**config.mk**
```make
export PLATFORM = sky130hd
export DESIGN_NAME = trig_pulse_seq
export DESIGN_NICKNAME = d
export VERILOG_FILES = /design/src/rtl/trig_pkg.sv /design/src/rtl/trig_slot_timer.sv /design/src/rtl/trig_pulse_seq.sv
export SDC_FILE = /design/constraint.sdc
export NUM_CORES = 1
export LEC_CHECK = 0
export ABC_CLOCK_PERIOD_IN_PS = 4950
export BUFFER_PORTS_ARGS = -buffer_cell sky130_fd_sc_hd__buf_2
export CORE_UTILIZATION = 51
export DETAILED_ROUTE_END_ITERATION = 12
export PLACE_DENSITY = 0.81
export REMOVE_ABC_BUFFERS = 1
export SYNTH_ARGS = -nofsm -noshare
export SYNTH_HDL_FRONTEND = slang
export SYNTH_HIERARCHICAL = 1
export SYNTH_SLANG_ARGS = --single-unit
```
**constraint.sdc**
```tcl
create_clock -name clk_1m -period 4.95 [get_ports clk_1m]
set_input_delay 0.7425 -clock clk_1m [delete_from_list [all_inputs] [get_ports clk_1m]]
set_output_delay 0.7425 -clock clk_1m [all_outputs]
set_load 0.1 [all_outputs]
```
**src/rtl/trig_pkg.sv**
```systemverilog
// Shared types and constants for the trigger-pulse sequencer.
package trig_pkg;

  typedef enum logic [1:0] {
    ST_IDLE  = 2'd0,
    ST_PULSE = 2'd1,
    ST_GAP   = 2'd2
  } state_e;

  localparam logic MODE_CONT   = 1'b0;
  localparam logic MODE_SINGLE = 1'b1;

  // 10 us trigger, 1 s slot at the 1 MHz system clock
  localparam int DEF_PULSE_CYC  = 10;
  localparam int DEF_PERIOD_CYC = 1000000;

endpackage

```
**src/rtl/trig_slot_timer.sv**
```systemverilog
// Slot counter: runs 0..PERIOD_CYC-1 and wraps, with strobes for pulse end,
// the cycle before slot end, and slot end.
module trig_slot_timer
  import trig_pkg::*;
#(
  parameter int  PULSE_CYC  = DEF_PULSE_CYC,
  parameter int  PERIOD_CYC = DEF_PERIOD_CYC,
  localparam int CNT_W      = $clog2(PERIOD_CYC)
) (
  input  logic clk_i,
  input  logic rst_ni,
  input  logic clr_i,
  input  logic en_i,
  output logic pulse_end_o,
  output logic pre_end_o,
  output logic slot_end_o
);

  logic [CNT_W-1:0] cnt_q;
  logic [CNT_W-1:0] cnt_d;

  assign pulse_end_o = (cnt_q == CNT_W'(PULSE_CYC - 1));
  assign pre_end_o   = (cnt_q == CNT_W'(PERIOD_CYC - 2));
  assign slot_end_o  = (cnt_q == CNT_W'(PERIOD_CYC - 1));

  always_comb begin
    cnt_d = cnt_q;
    if (clr_i) begin
      cnt_d = '0;
    end else if (en_i) begin
      cnt_d = slot_end_o ? '0 : cnt_q + CNT_W'(1);
    end
  end

  always_ff @(posedge clk_i or negedge rst_ni) begin
    if (!rst_ni) begin
      cnt_q <= '0;
    end else begin
      cnt_q <= cnt_d;
    end
  end

endmodule

```
**src/rtl/trig_pulse_seq.sv**
```systemverilog
// Round-robin trigger-pulse sequencer: one fixed-width pulse per channel slot,
// continuous or single-shot frames, with busy and frame_done status.
module trig_pulse_seq
  import trig_pkg::*;
#(
  parameter int  N_CH       = 4,
  parameter int  PULSE_CYC  = DEF_PULSE_CYC,
  parameter int  PERIOD_CYC = DEF_PERIOD_CYC,
  localparam int IDX_W      = (N_CH > 1) ? $clog2(N_CH) : 1
) (
  input  logic              clk_1m,
  input  logic              rst,
  input  logic              en,
  input  logic              mode,
  input  logic              start,
  input  logic [N_CH-1:0]   ch_mask,
  output logic [N_CH-1:0]   trig,
  output logic [IDX_W-1:0]  ch_idx,
  output logic              busy,
  output logic              frame_done
);

  if (N_CH < 1 || N_CH > 8) begin : g_chk_nch
    $error("trig_pulse_seq: N_CH must be in 1..8");
  end
  if (PULSE_CYC < 1 || PERIOD_CYC <= PULSE_CYC) begin : g_chk_timing
    $error("trig_pulse_seq: need PULSE_CYC >= 1 and PERIOD_CYC > PULSE_CYC");
  end

  state_e            state_q;
  logic [N_CH-1:0]   mask_q;
  logic              mode_q;
  logic [IDX_W-1:0]  idx_q;
  logic [N_CH-1:0]   trig_q;
  logic              busy_q;
  logic              done_q;

  logic              pulse_end;
  logic              pre_end;
  logic              slot_end;
  logic              last_slot;
  logic              frame_go;
  logic              tmr_clr;
  logic              tmr_en;
  logic [IDX_W-1:0]  idx_nxt;

  trig_slot_timer #(
    .PULSE_CYC  (PULSE_CYC),
    .PERIOD_CYC (PERIOD_CYC)
  ) u_timer (
    .clk_i       (clk_1m),
    .rst_ni      (rst),
    .clr_i       (tmr_clr),
    .en_i        (tmr_en),
    .pulse_end_o (pulse_end),
    .pre_end_o   (pre_end),
    .slot_end_o  (slot_end)
  );

  // frame_go covers both a fresh start from IDLE and the back-to-back
  // restart at the end of a continuous frame.
  always_comb begin
    last_slot = (idx_q == IDX_W'(N_CH - 1));
    idx_nxt   = idx_q + IDX_W'(1);
    tmr_clr   = !en || (state_q == ST_IDLE);
    tmr_en    = (state_q != ST_IDLE);
    if (state_q == ST_IDLE) begin
      frame_go = (mode == MODE_CONT) || start;
    end else begin
      frame_go = slot_end && last_slot && (mode_q != MODE_SINGLE);
    end
  end

  always_ff @(posedge clk_1m or negedge rst) begin
    if (!rst) begin
      state_q <= ST_IDLE;
      mask_q  <= '0;
      mode_q  <= MODE_CONT;
      idx_q   <= '0;
      trig_q  <= '0;
      busy_q  <= 1'b0;
      done_q  <= 1'b0;
    end else if (!en) begin
      state_q <= ST_IDLE;
      idx_q   <= '0;
      trig_q  <= '0;
      busy_q  <= 1'b0;
      done_q  <= 1'b0;
    end else if (frame_go) begin
      state_q <= ST_PULSE;
      mask_q  <= ch_mask;
      mode_q  <= mode;
      idx_q   <= '0;
      trig_q  <= ch_mask & N_CH'(1);
      busy_q  <= 1'b1;
      done_q  <= 1'b0;
    end else begin
      unique case (state_q)
        ST_PULSE, ST_GAP: begin
          if (slot_end) begin
            done_q <= 1'b0;
            if (last_slot) begin
              state_q <= ST_IDLE;
              idx_q   <= '0;
              trig_q  <= '0;
              busy_q  <= 1'b0;
            end else begin
              state_q <= ST_PULSE;
              idx_q   <= idx_nxt;
              trig_q  <= mask_q & (N_CH'(1) << idx_nxt);
            end
          end else begin
            // Registered frame_done must be armed one cycle ahead of the last cycle
            done_q <= last_slot && pre_end;
            if (state_q == ST_PULSE && pulse_end) begin
              state_q <= ST_GAP;
              trig_q  <= '0;
            end
          end
        end
        default: ;
      endcase
    end
  end

  assign trig       = trig_q;
  assign ch_idx     = idx_q;
  assign busy       = busy_q;
  assign frame_done = done_q;

endmodule

```
Yosys cells after proc, flatten, opt, wreduce, memory -nomap -nowiden
Cells that the tools add are included. Widths: inputs -> output; s select.

Multiplexer cells: 30. Eq/ne operators: 10. Reductions and logical operators: 15. Shifts and indexed selects: 1. Add/subtract/negate cells: 2. Bitwise operators: 3.

Operators with widths (number): $mux 20 (3); $eq 20x20->1 const B (2); $mux 4 (6); $add 20x1->20 const B (1); $eq 20x4->1 const B (1); $mux 2 (10); $mux 1 (11); $ne 3x1->1 const B (3); $reduce_and 2->1 (3); $and 4x4->4 (1); $eq 2x2->1 const B (2); $logic_and 1x1->1 (4); $ne 4x1->1 const B (1); $reduce_bool 2->1 (2); $shl 1x2->4 const A (1); $reduce_and 3->1 (1); $add 2x1->2 const B (1); $eq 2x1->1 const B (1); $logic_not 2->1 (1); $logic_or 1x1->1 (2); $not 1->1 (2); $reduce_or 2->1 (1); $logic_not 1->1 (1).

Input port bits: 9. Register bits: 35.

Depth between registers and ports, before layout
Word-level depth: 8. Depth in mapped cells: 9. Mapped depth without buffers: 8.

Hierarchy
Netlist, hierarchy kept.

Modules (own cells, without submodules): trig_slot_timer (times used 1, cells an instance 159, area each 1353.8 um^2, seq. area each 500.5 um^2); trig_pulse_seq (times used 1, cells an instance 72, area each 787.0 um^2, seq. area each 375.4 um^2).

Worst setup path before layout
Ideal clock, no wire load.

Path type: reg2reg. Start point: register u_timer.cnt_q[0]. End point: register mask_q[0]. Required time: 4.825 ns. Slack: 2.697 ns. Setup time: 0.125 ns. Cell stages (with the launch flop): 9. Clock period less this slack: 2.253 ns. Arrival: 2.128 ns. Cells stage by stage: dfrtp_1 > ha_1 > nand3_1 > clkbuf_1 > nor2_1 > and4bb_1 > a21oi_2 > nand2b_4 > mux2_4.

Longest elaborated chain between the ends: 5.

Ends and longest elaborated chain: start: declaration (line trig_slot_timer.sv:19) `logic [CNT_W-1:0] cnt_q;`; start signal: assignment (line trig_slot_timer.sv:39) `cnt_q <= cnt_d;`; $eq 20x20->1 (line trig_slot_timer.sv:24) `assign slot_end_o = (cnt_q == CNT_W'(PERIOD_CYC - 1));`; net slot_end (line trig_pulse_seq.sv:40) `logic slot_end;`; $logic_and 1x1->1 (2 in a row) (line trig_pulse_seq.sv:70) `frame_go = slot_end && last_slot && (mode_q != MODE_SINGLE);`; $mux 1 (line trig_pulse_seq.sv:67) `if (state_q == ST_IDLE) begin`; $reduce_and 2->1 (no source line); end signal: assignment (line trig_pulse_seq.sv:91) `mask_q <= ch_mask;`; end: declaration (line trig_pulse_seq.sv:31) `logic [N_CH-1:0] mask_q;`.

The timed path passes the listed nets, and every way through them passes these cells. A chain may end at the register's enable or synchronous reset.

Final worst setup path
Start point: register u_timer.cnt_q[8]. End point: register mask_q[1].

Same word-level chain as after synthesis.

==> metrics <==
synthesized flop and latch total 35; clk_lat worst skew 0.29 ns; Die H 66.8 µm; Post-DRT Antenna Nets 0; H-tree Lvls 2; post-CTS resize count 0; pre-CTS WS 2.00 ns; fin util 58.0%; Port Buffers 16; Final Non-Filler Cells 297; DRC viols 0; skew final 0.0121 ns; Die ar. between 4000 and 5000 µm²; critical path's top delay family simple AND/OR/NAND/NOR gates; R2R Path Start u_timer/cnt_q[8]$_DFFE_PN0P_; CTS clk-pin slew, worst paths 0.08 ns; CP Max Fanout 16; final-layout fill cell count around 360; share of layout cells above drive strength 1 13.8%; HPWL after DPL 3520 µm; Reg2Reg Depth 7; worst-path cell chain nor4_1, nand4_1, nor2_1, and4bb_1, a21oi_2, nand2b_4, mux2_4; Crit Path Category flop to flop; max_cap viols 0; I/O pin cnt 17; commonest cells after routing, fill and taps aside 35 x dfrtp_1, 27 x nand2_1, 16 x inv_1, 16 x buf_2, 15 x o21ai_0; maximum VDD drop 0.171 mV; CP peak stage delay 0.59 ns; syn avg cell area 9.27 µm²; vias in the first global route 1699; largest net degree at the start of global routing 36; setup tns final 0 ns; routability congestion estimate around 0.82; Vias/cell slightly above 6; Post-synth EDFFs 0; synth warn 6; share of the synthesized area in the top cell type 40.9%; Avg WL per Cell 16.4 µm; fin area 2340 µm²; top post-synthesis cells by area dfrtp_1 41%, ha_1 5.8%, nand2_1 4.7%; DRT iter0 DRCs 261; Critical Path RT roughly 5.1 ns; global route overflow 0; area grow syn2layout 9.23%; ys async rst share 100%; RSZ-0062 raised after global routing false; post-synth top area cell dfrtp_1; Clk Tree Root Cell clkbuf_8; Num CTS Buffers 5; run status complete, no violations; Synth cell types 47; slowest stage cell, crit path nand4_1; 1st-pass router iterations 4; final setup violation count 0; relative max-transition margin 42.9%; Via Count 1849; clk sink count 35; Hold Violations, Final 0; die width 66.8 µm; Final min period between 2 and 3 ns; Longest Clk Path Bufs 2; Post-CTS Hold Fix Bufs 0; gate count after technology mapping between 200 and 250; Tcrit/Tclk final 59.9%; Slew @ Worst Pin 0.847 ns; CTS tree done; Bufs and invs on worst path 0; # rows 23; n_diodes 0; fin nets 265; Setup WS post-layout ~2 ns; worst path arrival time 3.14 ns; Sequential Area 876 µm²; Synth Flop Type dfrtp_1; FF-to-FF End mask_q[1]$_DFFE_PN0P_; post-CTS setup buffers 0; pwr dens 245 nW/µm²; Initial Utilization 53.1%; Area after DPL 2250 µm²; Inst Count DP just under 300; first-pass GRT wire length 7970 µm; Cell Area, Synth between 2000 and 2500 µm²; sequential area share after synthesis between 40% and 50%; area of the multi-input gates 1170 µm²; Max Slew Vio Count 0; r2r setup slk 1.98 ns; Critical Path Source Type flop; Fmax 337 MHz; commonest non-fill, non-tap cell in the layout dfrtp_1; CP endpoint kind flop; initial antenna violation count 0; routed wire length 4880 µm; core area 4030 µm²; Lkg Pwr 0.958 nW; Tightest Hold Check Type input port to asynchronous set/reset pin; cell count along the critical path 7; GRT Util Overall 24.0%
-- worst max-delay path by stage --
stage | slack, ns | startpoint | end
after floorplan | 2.50 | u_timer/cnt_q[8]$_DFFE_PN0P_ | mask_q[0]$_DFFE_PN0P_
after global placement | 2.12 | u_timer/cnt_q[13]$_DFFE_PN0P_ | mask_q[2]$_DFFE_PN0P_
after detailed placement | 2.00 | u_timer/cnt_q[8]$_DFFE_PN0P_ | mask_q[1]$_DFFE_PN0P_
after CTS | 2.00 | u_timer/cnt_q[8]$_DFFE_PN0P_ | mask_q[1]$_DFFE_PN0P_
after global routing | 1.73 | u_timer/cnt_q[8]$_DFFE_PN0P_ | mask_q[0]$_DFFE_PN0P_
final | 1.98 | u_timer/cnt_q[8]$_DFFE_PN0P_ | mask_q[1]$_DFFE_PN0P_
-- cell families after synthesis --
kind of cell	Yosys count	synth area share, %
flip-flops	35	40.9
XOR/XNOR	2	0.818
buffers and inverters	25	4.56
AO/OA/AOI/OAI	56	17.5
multiplexers	5	3.51
AND/OR/NAND/NOR	98	26.9
adder cells (fa/ha/maj)	10	5.84
-- worst register-to-register path, cell delays in order (launching register included) --
cell and delay (ns):
dfrtp_1 0.47, nor4_1 0.39, nand4_1 0.59, nor2_1 0.56, and4bb_1 0.27, a21oi_2 0.07, nand2b_4 0.20, mux2_4 0.31
-- synthesized netlist by cell type, types with 3 or more instances --
cell / count
dfrtp_1: 35
nand2_1: 27
inv_1: 16
o21ai_0: 15
nand3_1: 11
a21oi_1: 10
ha_1: 10
nand4_1: 10
nor2_1: 9
nor4_1: 9
o211ai_1: 7
clkbuf_1: 6
mux2_4: 5
or3_1: 5
nor2b_1: 4
buf_2: 3
nor3_1: 3
o311ai_0: 3
or4_1: 3
-- sequential cells by signal, indices dropped and copies added, names as in the netlist --
signal and count:
ch_idx 2, trig 4, frame_done 1, u_timer/cnt_q 20, busy 1, state_q 2
mode_q 1, mask_q 4
-- layout make-up --
cell class              count  area share [%]
multi-input cells         171            49.9
clock buffers               6            3.10
repair buffers             17            3.75
clock inverters             2           0.535
well taps                  50            2.68
inverters                  16            2.57
flip-flops and latches     35            37.5
-- layer usage --
metal | global-route usage [%] | vias to the layer above | routed length [µm]
li1 | - | 896 | -
met1 | 30.9 | 884 | 2190
met2 | 38.5 | 61 | 2330
met3 | 5.65 | 8 | 270
met4 | 9.04 | 0 | 89
met5 | 0 | - | 0
-- per-stage QoR --
stage / power, mW / hold WS (ns)
final: 0.573 / 0.523
after global routing: 0.596 / 0.550
after CTS: 0.577 / 0.526
after detailed placement: 0.375 / 0.505
after global placement: 0.372 / 0.502
after floorplan: 0.352 / 0.447
-- report_power, final --
| part | switching [mW] | total [mW] | internal (mW) |
|---|---|---|---|
| Sequential | 0.00897 | 0.306 | 0.297 |
| Combinational | 0.0416 | 0.0640 | 0.0224 |
| Clock | 0.105 | 0.203 | 0.0983 |
| Total | 0.155 | 0.573 | 0.418 |
No activity file was read; power rests on OpenSTA's default activity.
